--- src/rtl/tcp_vlg_ack_ka_ctl.sv ---
// tcp_vlg_ack_ka_ctl
//   Forced-ACK and keep-alive request generator for one TCP connection,
//   sitting upstream of the TCP TX arbiter.
//
//   A forced ACK is requested when the locally accepted sequence runs ahead
//   of the last reported ACK, either by FORCE_ACK_BYTES or more bytes, or for
//   ACK_TIMEOUT cycles. Keep-alive probes are requested after KA_INTERVAL
//   cycles of remote silence. Once KA_MAX_PROBES probes go unanswered and
//   another interval expires, the connection is declared dead.
//
// Ports
//   clk, rst     clock, synchronous active-high reset
//   connected    connection is in the connected state; low forces idle
//   loc_ack      current local ACK number
//   last_ack     ACK number last reported by the arbiter
//   rx_act       one-cycle pulse per valid inbound segment
//   send_ack     forced-ACK request level, held until ack_sent
//   ack_sent     one-cycle pulse: forced ACK transmitted
//   send_ka      keep-alive request level, held until ka_sent
//   ka_sent      one-cycle pulse: keep-alive transmitted
//   ka_probes    unanswered probes sent since the last rx_act
//   ka_dead      one-cycle pulse: probe limit exhausted
module tcp_vlg_ack_ka_ctl #(
  parameter int ACK_TIMEOUT     = 16384,
  parameter int FORCE_ACK_BYTES = 4000,
  parameter int KA_INTERVAL     = 125000000,
  parameter int KA_MAX_PROBES   = 8
) (
  input  logic        clk,
  input  logic        rst,
  input  logic        connected,
  input  logic [31:0] loc_ack,
  input  logic [31:0] last_ack,
  input  logic        rx_act,
  output logic        send_ack,
  input  logic        ack_sent,
  output logic        send_ka,
  input  logic        ka_sent,
  output logic [3:0]  ka_probes,
  output logic        ka_dead
);

  localparam int AT_W = $clog2(ACK_TIMEOUT);
  localparam int KT_W = $clog2(KA_INTERVAL);

  localparam logic [AT_W-1:0] ACK_LAST    = AT_W'(ACK_TIMEOUT - 1);
  localparam logic [KT_W-1:0] KA_LAST     = KT_W'(KA_INTERVAL - 1);
  localparam logic [31:0]     FORCE_BYTES = 32'(FORCE_ACK_BYTES);
  localparam logic [3:0]      MAX_PROBES  = 4'(KA_MAX_PROBES);

  typedef enum logic [1:0] {A_IDLE, A_WAIT, A_REQ} ack_st_t;
  typedef enum logic [1:0] {K_IDLE, K_COUNT, K_REQ, K_DEAD} ka_st_t;

  ack_st_t         ack_st_q, ack_st_d;
  logic [AT_W-1:0] ack_tmr_q, ack_tmr_d;
  ka_st_t          ka_st_q, ka_st_d;
  logic [KT_W-1:0] ka_tmr_q, ka_tmr_d;
  logic [3:0]      ka_probes_q, ka_probes_d;
  logic            ka_rx_seen_q, ka_rx_seen_d;
  logic            send_ack_q, send_ack_d;
  logic            send_ka_q, send_ka_d;
  logic            ka_dead_q, ka_dead_d;

  // Modular difference: sequence-number wrap needs no special handling.
  logic [31:0] diff;
  logic        pending;

  assign diff    = loc_ack - last_ack;
  assign pending = (diff != 32'd0);

  always_comb begin
    ack_st_d     = ack_st_q;
    ack_tmr_d    = ack_tmr_q;
    ka_st_d      = ka_st_q;
    ka_tmr_d     = ka_tmr_q;
    ka_probes_d  = ka_probes_q;
    ka_rx_seen_d = ka_rx_seen_q;
    ka_dead_d    = 1'b0;

    if (!connected) begin
      ack_st_d     = A_IDLE;
      ack_tmr_d    = '0;
      ka_st_d      = K_IDLE;
      ka_tmr_d     = '0;
      ka_probes_d  = '0;
      ka_rx_seen_d = 1'b0;
    end else begin
      case (ack_st_q)
        A_IDLE: begin
          if (pending) begin
            ack_st_d  = A_WAIT;
            ack_tmr_d = '0;
          end
        end
        A_WAIT: begin
          // A piggybacked ACK clearing pending beats any forcing decision.
          if (!pending) begin
            ack_st_d = A_IDLE;
          end else if (diff >= FORCE_BYTES || ack_tmr_q == ACK_LAST) begin
            ack_st_d = A_REQ;
          end else begin
            ack_tmr_d = ack_tmr_q + AT_W'(1);
          end
        end
        A_REQ: begin
          // Held until the arbiter answers, even if pending clears meanwhile.
          if (ack_sent) ack_st_d = A_IDLE;
        end
        default: ack_st_d = A_IDLE;
      endcase

      case (ka_st_q)
        K_IDLE: begin
          ka_st_d     = K_COUNT;
          ka_tmr_d    = '0;
          ka_probes_d = '0;
        end
        K_COUNT: begin
          // Remote activity wins over a coincident timer expiry.
          if (rx_act) begin
            ka_tmr_d    = '0;
            ka_probes_d = '0;
          end else if (ka_tmr_q == KA_LAST) begin
            if (ka_probes_q == MAX_PROBES) begin
              ka_st_d   = K_DEAD;
              ka_dead_d = 1'b1;
            end else begin
              ka_st_d = K_REQ;
            end
          end else begin
            ka_tmr_d = ka_tmr_q + KT_W'(1);
          end
        end
        K_REQ: begin
          // A probe sent after (or with) remote activity is not counted.
          if (ka_sent) begin
            ka_st_d      = K_COUNT;
            ka_tmr_d     = '0;
            ka_probes_d  = (rx_act || ka_rx_seen_q) ? 4'd0 : ka_probes_q + 4'd1;
            ka_rx_seen_d = 1'b0;
          end else if (rx_act) begin
            ka_tmr_d     = '0;
            ka_probes_d  = '0;
            ka_rx_seen_d = 1'b1;
          end
        end
        K_DEAD: ka_st_d = K_DEAD;
        default: ka_st_d = K_IDLE;
      endcase
    end

    send_ack_d = (ack_st_d == A_REQ);
    send_ka_d  = (ka_st_d == K_REQ);
  end

  always_ff @(posedge clk) begin
    if (rst) begin
      ack_st_q     <= A_IDLE;
      ack_tmr_q    <= '0;
      ka_st_q      <= K_IDLE;
      ka_tmr_q     <= '0;
      ka_probes_q  <= '0;
      ka_rx_seen_q <= 1'b0;
      send_ack_q   <= 1'b0;
      send_ka_q    <= 1'b0;
      ka_dead_q    <= 1'b0;
    end else begin
      ack_st_q     <= ack_st_d;
      ack_tmr_q    <= ack_tmr_d;
      ka_st_q      <= ka_st_d;
      ka_tmr_q     <= ka_tmr_d;
      ka_probes_q  <= ka_probes_d;
      ka_rx_seen_q <= ka_rx_seen_d;
      send_ack_q   <= send_ack_d;
      send_ka_q    <= send_ka_d;
      ka_dead_q    <= ka_dead_d;
    end
  end

  assign send_ack  = send_ack_q;
  assign send_ka   = send_ka_q;
  assign ka_probes = ka_probes_q;
  assign ka_dead   = ka_dead_q;

endmodule

--- config.mk ---
export PLATFORM = sky130hd
export DESIGN_NAME = tcp_vlg_ack_ka_ctl
export DESIGN_NICKNAME = d
export VERILOG_FILES = /design/src/rtl/tcp_vlg_ack_ka_ctl.sv
export SDC_FILE = /design/constraint.sdc
export NUM_CORES = 1
export LEC_CHECK = 0
export ABC_AREA = 0
export CAP_MARGIN = 15
export CORE_MARGIN = 2
export CORE_UTILIZATION = 47
export CTS_BUF_LIST = sky130_fd_sc_hd__clkbuf_4
export DETAILED_ROUTE_END_ITERATION = 10
export GPL_TIMING_DRIVEN = 0
export PLACE_DENSITY = 0.71
export SETUP_SLACK_MARGIN = 0.5
export SLEW_MARGIN = 10
export SYNTH_ARGS = -nofsm -noshare
export SYNTH_HDL_FRONTEND = slang
export SYNTH_SLANG_ARGS = --single-unit
--- constraint.sdc ---
create_clock -name clk -period 7.4 [get_ports clk]
set_clock_uncertainty 0.2 [all_clocks]
set_input_delay 1.48 -clock clk [delete_from_list [all_inputs] [get_ports clk]]
set_output_delay 1.48 -clock clk [all_outputs]
set_load 0.02 [all_outputs]
## Word-level counts from Yosys, hierarchy flattened

Cells that the tools add are included.

- Equality and inequality tests: 15
- Reduce and logical (&&, ||, !) cells: 13
- Mux-type cells: 28
- Add/subtract/negate cells: 4
- $lt $le $gt $ge: 1
- Bitwise gates (word level): 3

Operators by type and width:

| kind | count |
|---|---|
| 27-bit 2-to-1 mux | 4 |
| 27-bit case mux with 3 select lines | 1 |
| 14-bit 2-to-1 mux | 3 |
| 32-bit by 12-bit >= comparator with 1-bit output (second input constant) | 1 |
| 32-bit nonzero test | 1 |
| 32-bit subtractor | 1 |
| 14-bit case mux with 2 select lines | 1 |
| 27-bit by 1-bit adder with 27-bit output (second input constant) | 1 |
| 27-bit == test (second input constant) | 1 |
| 2-bit 2-to-1 mux | 9 |
| 14-bit by 1-bit adder with 14-bit output (second input constant) | 1 |
| 14-bit == test (second input constant) | 1 |
| 4-bit 2-to-1 mux | 3 |
| 4-bit case mux with 3 select lines | 1 |
| 2-bit == test (second input constant) | 5 |
| 2-bit case mux with 4 select lines | 1 |
| 2-bit inequality test (second input constant) | 3 |
| 3-bit inequality test (second input constant) | 2 |
| 2-bit case mux with 3 select lines | 1 |
| 5-bit OR reduction | 1 |
| 4-bit by 1-bit adder with 4-bit output (second input constant) | 1 |
| 2-bit by 1-bit == test with 1-bit output (second input constant) | 2 |
| 4-bit == test (second input constant) | 1 |
| 2-bit logical NOT | 2 |
| other kinds (9) | 16 |

- Output and inout port bits: 7
- Input bits: 70
- Logic and storage cells: 73
- Flip-flop bits (word level): 53

## Logic depth before layout (Yosys ltp)

Gate-level depths: netlist of the first run.

- Depth after elaboration: 8
- Gate-level depth with buffers: 17
- Mapped depth without buffers: 15

## Least setup slack after synthesis of the first run

No wires, ideal clock.

- Path type: input-to-reg
- Start: input port loc_ack[0]
- End: register ack_tmr_q[10]
- Buffers on the path: 1
- Setup time: 0.070 ns
- Arrival time: 4.817 ns
- Data required time: 7.130 ns
- Cell stages on the path: 16
- Slack: 2.313 ns
- Cell sequence: inv_1 -> ha_1 -> inv_1 -> fa_1 -> a211oi_1 -> o211ai_1 -> a21oi_2 -> xnor2_1 -> o21bai_1 -> or4b_1 -> nor4_2 -> and4_1 -> o211ai_2 -> buf_6 -> or4_1 -> a21oi_1

- Longest elaborated chain between the ends: 5
- Elaborated cells on any way between the ends: 8
- Those cells by class: 1 x add/sub; 1 x order compare; 3 x eq/ne; 3 x reduce/logical

RTL lines:

| what | RTL line | source |
|---|---|---|
| start, declared | 32 | `input logic [31:0] loc_ack,` |
| 32-bit subtractor (*) | 68 | `assign diff = loc_ack - last_ack;` |
| 32-bit by 12-bit >= comparator with 1-bit output | 99 | `end else if (diff >= FORCE_BYTES \|\| ack_tmr_q == ACK_LAST) begin` |
| 1-bit logical OR | 99 |  |
| 2-bit inequality test (no source line) | -- |  |
| 4-bit AND reduction (no source line) (*) | -- |  |
| end signal, assigned | 169 | `ack_tmr_q <= ack_tmr_d;` |
| end, declared | 55 | `logic [AT_W-1:0] ack_tmr_q, ack_tmr_d;` |

Every way passes the cells marked *; elsewhere a longest branch is shown, timed or not.
A chain may end at the register's enable or synchronous reset.

## Worst setup path in the final report of the first run

- Start: input port last_ack[15]
- End: register ack_tmr_q[7]

- Longest elaborated chain between the ends: 5
- Elaborated cells on any way between the ends: 8
- Those cells by class: 1 x add/sub; 1 x order compare; 3 x eq/ne; 3 x reduce/logical

RTL lines:

| what | RTL line | source |
|---|---|---|
| start, declared | 33 | `input logic [31:0] last_ack,` |
| 32-bit subtractor (*) | 68 |  |
| 32-bit by 12-bit >= comparator with 1-bit output | 99 |  |
| 1-bit logical OR | 99 |  |
| 2-bit inequality test (no source line) | -- |  |
| 4-bit AND reduction (no source line) (*) | -- |  |

Marks and branches as above.

==> results of run 1 <==
## worst max-delay path: cells and delay by family
family | cells | cell delay [ns]
and+or+nand+nor | 3 | 0.83
adders and majority gates | 1 | 0.27
buffers and inverters | 5 | 1.27
AOI/OAI and AO/OA | 8 | 2.10
## synthesized netlist by cell type (all sizes together) (10+ instances only)
cell     n
nor3    15
nor2    68
dfxtp   53
nand4   28
inv     54
nor4    13
a21oi   65
or3     16
xor2    18
xnor2   10
o31ai   11
o211ai  11
buf     16
o21ai   46
clkbuf  13
ha      40
nand2   65
o21a    13
nand3   29
## kinds of logic after synthesis
family | Yosys count | share of synthesized area
AOI/OAI and AO/OA | 209 | 0.2615
xor gates and xnor gates | 28 | 0.04675
and+or+nand+nor | 301 | 0.3077
muxes | 7 | 0.01360
DFF | 53 | 0.2023
buffers and inverters | 83 | 0.06894
adders and majority gates | 41 | 0.09924
## final cells by class
class | instances | area [um2] | area share
repair buffers | 75 | 750.7 | 0.1200
clock buffers | 6 | 45.04 | 0.007201
well taps | 140 | 175.2 | 0.02801
flip-flops and latches | 53 | 1061 | 0.1696
plain buffers | 29 | 158.9 | 0.02541
multi-input cells | 586 | 3822 | 0.6111
inverters | 54 | 202.7 | 0.03241
clock inverters | 2 | 38.79 | 0.006201
## routing by layer
metal	share of wire	wire length, um
met5	0.00094	13
met4	0.012	169
met3	0.038	525
met2	0.48	6686
met1	0.47	6446
## registers in the layout (all words and copies together), names as in the netlist
name          count
ka_tmr_q         27
ack_tmr_q        14
ka_probes         4
ack_st_q          2
ka_st_q           2
ka_dead           1
ka_rx_seen_q      1
send_ack          1
send_ka           1
## worst max-delay path by stage
stage	to	slack, ns	cells past startpoint
after global routing	ack_tmr_q[5]	1.25	16
after detailed placement	ack_tmr_q[10]	1.31	17
after global placement	ack_tmr_q[12]	1.29	16
final	ack_tmr_q[7]	1.56	17
after floorplan	ack_tmr_q[10]	2.31	16
after CTS	ack_tmr_q[12]	1.70	16
## power breakdown
part / internal [W] / total, W / switching [W]
sequential: 0.000287 / 0.000288 / 0.00000154
clock: 0.0000758 / 0.000169 / 0.0000934
combinational: 0.000125 / 0.000293 / 0.000168
## stage by stage
step	setup WS [ns]	cells	total power [W]	area, um2
3_3_place_gp	1.287	937	0.0005795	6171
6_report	1.557	945	0.0007506	6255
2_1_floorplan	2.313	722	0.0004931	5245
3_5_place_dp	1.307	937	0.0005831	6171
4_1_cts	1.702	945	0.0007508	6255
5_1_grt	1.250	945	0.0007950	6255
==> results.cfg, run 1 <==
[outcome]
status = finished clean

[cts]
cts.sinks = 53
cts_tree = built
root_buffer = clkbuf_4
clkTransAtPathRegs_ns = 0.16
htree_levels = 2
ctsResizeCount = 0
clockBufferDepth = 2
cts_setup_buffers = 0
cts_inserted_buffers = 5
clock_latency_ns = 0.37
holdBufCountCts = 0

[drt]
detail-route-antenna-nets = 0
drc = 0
wirelength_um = 13840
initialDrtViolationCount = 395
drtPass1Iterations = 5
routed-via-count = 5551
vias_per_cell = 5.874
wl_per_cell_um = 14.65

[critical_path]
worst_r2r_endpoint = ka_tmr_q[25]
crit_fanout = 10
crit_start = last_ack[15]
reg2reg_slack_ns = 3.62
slowest_stage = o21ai_0
reg2reg_depth = 11
max_stage_delay_ns = 0.56
cp-start-kind = primary input
worst_ep_required_time_ns = 7.51
worstSetupEndpointType = flop
arrival_ns = 5.96
path_cells = clkdlybuf4s50_1 > inv_1 > ha_1 > clkbuf_1 > a21oi_1 > o21ai_0 > a21boi_0 > o311ai_0 > a211oi_1 > a31oi_1 > nand3_1 > nor4_1 > and4_1 > clkbuf_1 > o31ai_1 > clkbuf_1 > a21oi_1
worstSetupPathType = primary input to flop
path_common_cell = clkbuf_1
r2r-start = ka_st_q[0]

[worst_hold_path]
min_path_type = flop to flop
hold_end = ka_tmr_q[1]
min_path_cells = 2
hold_start = ka_tmr_q[1]

[yosys]
yosysTopAreaCell = dfxtp_1
synthArstFlopShare = 0
syn_avg_cell_area_um2 = 7.265
ys_seq_elements = 53
synth_warnings = 0
syn_nets = 833
ys_types = 74
synth_edf_count = 0
synth_area_um2 = 5245
synth_top_area_share = 0.2023
ys_seq_area_frac = 0.2023
synth_cells = 722
synth_ff_type = dfxtp_1
synth_area_leaders = dfxtp_1 20%, ha_1 9.5%, a21oi_1 5.5%

[layout]
layout.nets = 915
final_common_cell = clkdlybuf4s50_1
area_growth_pct = 19.25
layout_common_cells = 75 x clkdlybuf4s50_1, 68 x nor2_1, 65 x nand2_1
drive_above_1_share = 0.05590
diodes = 0
fin_util = 0.5745
nFillCells = 1070

[global_route]
grt_antenna_before_repair = 1
grt_use_total = 0.2351
grt.overflow.total = 0
top_usage_layer = met2
grt_pass1_vias = 5201
grt_use_met1 = 0.3081
met3_usage = 0.03023
grt_pass1_wl_um = 23370
met2_usage = 0.4131
grt_max_degree = 17

[sta]
fin_hold_ws_ns = 0.2979
fin_tns_setup_ns = 0
hold_viol = 0
rsz0062_at_grt = false
fin_crit_ns = 5.843
finalMaxSlewViolations = 0
finalSetupViolations = 0
tightest_slew_ns = 0.8822
fmax_mhz = 171.2
fin_crit_sh = 0.7895
slew_headroom = 0.4083

[floorplanning]
start_util = 0.4817
core_um2 = 10890
fp-row-count = 38
dieArea_um2 = 12020
ios = 77
die_w_um = 109.6
dieHeight_um = 109.6

[placed_design]
globalplace.congestion = 0.9510
dp_hpwl_um = 11310
portBuffers = 75

[job]
drv_cap = 0

[power]
powerDensity_nw_per_um2 = 120.0
peakVddDrop_v = 0.00007262
leakage_nw = 2.261
Note: power is estimated with default switching activity, not from simulation.
==> run 2, diff against run 1 <==
--- a/config.mk
+++ b/config.mk
@@ -12,7 +12,7 @@
 export CTS_BUF_LIST = sky130_fd_sc_hd__clkbuf_4
 export DETAILED_ROUTE_END_ITERATION = 10
 export GPL_TIMING_DRIVEN = 0
-export PLACE_DENSITY = 0.71
+export PLACE_DENSITY = 0.73
 export SETUP_SLACK_MARGIN = 0.5
 export SLEW_MARGIN = 10
 export SYNTH_ARGS = -nofsm -noshare
==> constraint.sdc (replaced) <==
create_clock -name clk -period 5.2 [get_ports clk]
set_clock_uncertainty 0.2 [all_clocks]
set_input_delay 1.04 -clock clk [delete_from_list [all_inputs] [get_ports clk]]
set_output_delay 1.04 -clock clk [all_outputs]
set_load 0.02 [all_outputs]
==> run 2 against run 1 <==
Sequential share of layout area decreased by 3.1 points. Via count increased by 8.5%. Non-clock buffer count increased by 56. Count of clock-buffer cells in the layout unchanged. Setup slack got worse by 1.0 ns. Critical path depth decreased by 1. Cell count increased by 5.9%. Routed wire length increased by 16%. Total power increased by 68%. First-iteration DRC count increased by 1.8%. Register-to-register slack got worse by 2.1 ns. Critical path type unchanged. Critical endpoint is now ack_tmr_q[10].
==> results.cfg, run 2 (synthesis gave the netlist of run 1 again) <==
[placed_design]
globalplace.congestion = 0.9066
dp_hpwl_um = 11340
place_ws_ns = -0.4593
portBuffers = 75

[cts]
cts_tree = built
clock_latency_ns = 0.38
clockBufferDepth = 2
holdBufCountCts = 0
htree_levels = 2
cts_inserted_buffers = 5
clkTransAtPathRegs_ns = 0.16
cts.sinks = 53
root_buffer = clkbuf_4

[power]
peakVddDrop_v = 0.0001181
power.total_w = 0.001257
intPower_w = 0.0008050
seqPwrFrac = 0.326
powerDensity_nw_per_um2 = 164.8
power_frac_comb = 0.482
p_switching_w = 0.0004524
leakage_nw = 2.945
swShare = 0.3598
pwr-share-clk = 0.192

[global_route]
grt_antenna_before_repair = 0
grt.overflow.total = 0
grt_pass1_wl_um = 24050
grt_max_degree = 17
grt_pass1_vias = 5304
grt_use_total = 0.2419

[layout]
largest_reg_flops = 27
final_common_cell = nor2_1
layout.nets = 971
area_growth_pct = 45.47
regMostFlops = ka_tmr_q
drive_above_1_share = 0.2567
diodes = 0
layout_common_cells = 65 x nor2_1, 61 x nand2_1, 56 x buf_4

[drt]
drc = 0
routed-wl-met3_um = 582
routed.top_layer = met4
wl_met1_um = 6884
vias_per_cell = 6.015
drtPass1Iterations = 5
initialDrtViolationCount = 402
routed-via-count = 6021
wl_per_cell_um = 15.99
wirelength_um = 16010
wl_met2_um = 8091
detail-route-antenna-nets = 0

[worst_hold_path]
hold_start = ack_tmr_q[4]
min_path_type = flop to flop

[floorplanning]
fp-row-count = 38
ios = 77
dieArea_um2 = 12020
dieHeight_um = 109.6
core_um2 = 10890
start_util = 0.4817
die_w_um = 109.6

[sta]
fin_crit_ns = 4.657
fin_ws_ns = 0.5428
fin_crit_sh = 0.8956
tightest_slew_ns = 0.8839
finalMaxSlewViolations = 0
finalSetupViolations = 0
fmax_mhz = 214.7
hold_viol = 0
rsz0062_at_grt = false
slew_headroom = 0.4072
fin_tns_setup_ns = 0

[critical_path]
crit_fanout = 7
arrival_ns = 4.77
r2r-start = ka_st_q[0]
worstSetupPathType = primary input to flop
cp-start-kind = primary input
worstSetupEndpointType = flop
worst_ep_required_time_ns = 5.32
crit_start = last_ack[18]

[outcome]
status = finished clean

[job]
drv_cap = 0
## run 2: cell types whose count changed in the layout (fill, tap and decap cells not counted), sizes merged
cell / delta
buf: +64
clkbuf: -6
clkdlybuf4s50: -32
dlymetal6s2s: +30
## run 2: path summary, 6_finish.rpt
check,end,slack [ns],cells after the start
max,ack_tmr_q[10],0.54,16
min,ack_tmr_q[4],0.29,2
max reg2reg,ka_tmr_q[25],1.51,11
min reg2reg,ack_tmr_q[4],0.29,2
## run 2: area by class of cell
| type | count | area (um2) |
|---|---|---|
| plain buffers | 29 | 274.0 |
| clock buffers | 6 | 45.04 |
| clock inverters | 2 | 38.79 |
| fillers | 856 | 3258 |
| inverters | 54 | 207.7 |
| multi-input cells | 586 | 4569 |
| flip-flops and latches | 53 | 1061 |
| well taps | 140 | 175.2 |
| repair buffers | 131 | 1259 |
## run 2: per-layer routing
layer / track usage / vias to the layer above
li1: - / 2945
met1: 0.3045 / 2862
met2: 0.4259 / 170
met3: 0.02608 / 44
met4: 0.08590 / 0
met5: 0 / -
## run 2: what timing repair did
item                                   in CTS  in global routing
pin swaps                                  26                 58
setup buffers                              12                 44
resized for setup                          61                202
setup endpoints to repair                  15                 15
endpoints found under the hold margin       0                  0
## run 2: through the flow
step / cells / util / cell area, um2 / hold WS [ns]
6_report: 1001 / 0.7008 / 7630 / 0.2936
5_1_grt: 1001 / 0.7008 / 7630 / 0.3230
4_1_cts: 957 / 0.6015 / 6549 / 0.2940
3_5_place_dp: 937 / 0.5668 / 6171 / 0.2682
3_3_place_gp: 937 / 0.5668 / 6171 / 0.2597
2_1_floorplan: 722 / - / 5245 / 0.2476
## run 2: critical path: stages
cell and delay [ns]:
clkdlybuf4s50_1 0.46, inv_1 0.05, ha_1 0.29, buf_6 0.15
a21oi_4 0.21, o21a_4 0.19, a2bb2oi_2 0.12, and4b_1 0.19
o211ai_1 0.13, or4b_4 0.56, nor4_4 0.17, and4_4 0.28
o211ai_4 0.11, buf_6 0.15, or4_4 0.51, a21oi_2 0.17
## run 2: power by group through the flow
stage	logic (W)	clock network, W	registers, W
2_1_floorplan	0.000283	0	0.000419
3_3_place_gp	0.000404	0	0.000419
3_5_place_dp	0.000411	0	0.000419
4_1_cts	0.000452	0.000247	0.000410
5_1_grt	0.000650	0.000261	0.000411
6_report	0.000606	0.000241	0.000410
==> run 3, diff against run 2 <==
--- a/config.mk
+++ b/config.mk
@@ -9,7 +9,6 @@
 export CAP_MARGIN = 15
 export CORE_MARGIN = 2
 export CORE_UTILIZATION = 47
-export CTS_BUF_LIST = sky130_fd_sc_hd__clkbuf_4
 export DETAILED_ROUTE_END_ITERATION = 10
 export GPL_TIMING_DRIVEN = 0
 export PLACE_DENSITY = 0.73
==> run 3 against run 2 <==
Hold slack got worse by 0.0085 ns. Total power rose by 5.8%. Register-to-register slack got worse by 0.03 ns. Final area rose by 3.0%. Global-route usage rose by 0.99 points. Critical path type unchanged. Critical endpoint is now ack_tmr_q[5].
==> results.cfg, run 3 (synthesis gave the netlist of run 1 again) <==
[sta]
rsz0062_at_grt = true
hold_viol = 0
finalMaxSlewViolations = 0
fin_hold_ws_ns = 0.2851
tightest_slew_ns = 0.8819
fin_tns_setup_ns = 0
finalSetupViolations = 0
fmax_mhz = 214.6
slew_headroom = 0.4085
fin_crit_sh = 0.8962
fin_crit_ns = 4.660
fin_ws_ns = 0.5397

[critical_path]
cp-start-kind = primary input
worst_ep_required_time_ns = 5.25
worstSetupEndpointType = flop
crit_fanout = 8
arrival_ns = 4.71
worstSetupPathType = primary input to flop

[power]
power.total_w = 0.001330
peakVddDrop_v = 0.0001269
powerDensity_nw_per_um2 = 169.4
leakage_nw = 3.023

[layout]
regMostFlops = ka_tmr_q
layout_common_cells = 66 x nor2_1, 65 x buf_4, 57 x nand2_1
fin_util = 0.7214
final_common_cell = nor2_1
largest_reg_flops = 27
layout.nets = 984
area_growth_pct = 49.76
drive_above_1_share = 0.2792
diodes = 0

[placed_design]
globalplace.congestion = 0.9066
place_ws_ns = -0.4593
portBuffers = 75
dp_hpwl_um = 11340

[floorplanning]
ios = 77
start_util = 0.4817
die_w_um = 109.6
dieArea_um2 = 12020
fp-row-count = 38
dieHeight_um = 109.6
core_um2 = 10890

[global_route]
grt_pass1_vias = 5475
grt_antenna_before_repair = 0
grt_max_degree = 17
grt_use_total = 0.2519
grt.overflow.total = 0
grt_pass1_wl_um = 24990

[cts]
clockBufferDepth = 2
clkTransAtPathRegs_ns = 0.10
htree_levels = 2
clock_latency_ns = 0.31
cts.sinks = 53
root_buffer = clkbuf_8
cts_tree = built
holdBufCountCts = 0
cts_inserted_buffers = 5

[drt]
routed-via-count = 6087
detail-route-antenna-nets = 0
drc = 0
wl_per_cell_um = 16.17
vias_per_cell = 6.003
wirelength_um = 16390
initialDrtViolationCount = 353
drtPass1Iterations = 5

[outcome]
status = finished clean

[worst_hold_path]
min_path_type = flop to flop

[job]
drv_cap = 0
-- run 3: changes by cell type in the layout (fill, tap and decap cells not counted), moves of 3 or more --
cell,delta
buf_4,+9
clkbuf_4,-6
clkbuf_8,+6
buf_6,+4
dlygate4sd2_1,+4
nand2_1,-4
nand2_2,+4
dlymetal6s2s_1,-3
o21ai_2,-3
-- run 3: through the flow --
stage | instances | area [um2]
floorplan | 722 | 5245
detailed placement | 937 | 6171
finish | 1014 | 7855
global route | 1014 | 7855
global placement | 937 | 6171
CTS | 976 | 6988
-- run 3: metal layers --
layer	share of wire	up-vias	GRT usage
met5	0	-	0
met4	0.029	0	0.08228
met3	0.035	41	0.02727
met2	0.50	179	0.4546
met1	0.43	2904	0.3106
li1	-	2963	-
-- run 3: area by class of cell --
class	count	area, um2
Buffer	29	286.5
Multi-Input combinational cell	586	4666
Inverter	54	205.2
Sequential cell	53	1061
Clock buffer	6	72.57
Timing Repair Buffer	144	1350
Fill cell	835	3033
Tap cell	140	175.2
Clock inverter	2	38.79
-- run 3: critical path, stage by stage --
cell             delay, ns
clkdlybuf4s50_1       0.48
inv_2                 0.05
ha_4                  0.26
buf_6                 0.12
inv_2                 0.05
a221o_1               0.36
nor4b_2               0.28
o211ai_1              0.19
or4b_4                0.57
nor4_4                0.18
and4_4                0.29
o211ai_4              0.11
buf_6                 0.15
buf_6                 0.11
or3_1                 0.34
a21oi_1               0.13
-- run 3: repair_timing --
| item | CTS | global route |
|---|---|---|
| endpoints found under the setup margin | 17 | 15 |
| buffers inserted | 31 | 38 |
| resized for setup | 123 | 160 |
| pin swaps | 46 | 44 |
| gates cloned | 0 | 0 |
-- run 3: report_power, final --
| group | internal (W) | total (W) | switching, W | leakage [nW] |
|---|---|---|---|---|
| combinational | 0.000307 | 0.000635 | 0.000329 | 2.54 |
| sequential | 0.000407 | 0.000410 | 0.00000250 | 0.427 |
| clock | 0.000145 | 0.000285 | 0.000140 | 0.0554 |
| total | 0.000859 | 0.00133 | 0.000472 | 3.02 |
-- run 3: path summary, 6_finish.rpt --
| check | depth (start not counted) | slack [ns] | startpoint | to |
|---|---|---|---|---|
| worst max register to register | 11 | 1.48 | ka_st_q[0] | ka_tmr_q[25] |
| worst min register to register | 2 | 0.29 | ack_tmr_q[4] | ack_tmr_q[4] |
| worst min-delay path | 2 | 0.29 | ack_tmr_q[4] | ack_tmr_q[4] |
| worst max-delay path | 16 | 0.54 | last_ack[13] | ack_tmr_q[5] |
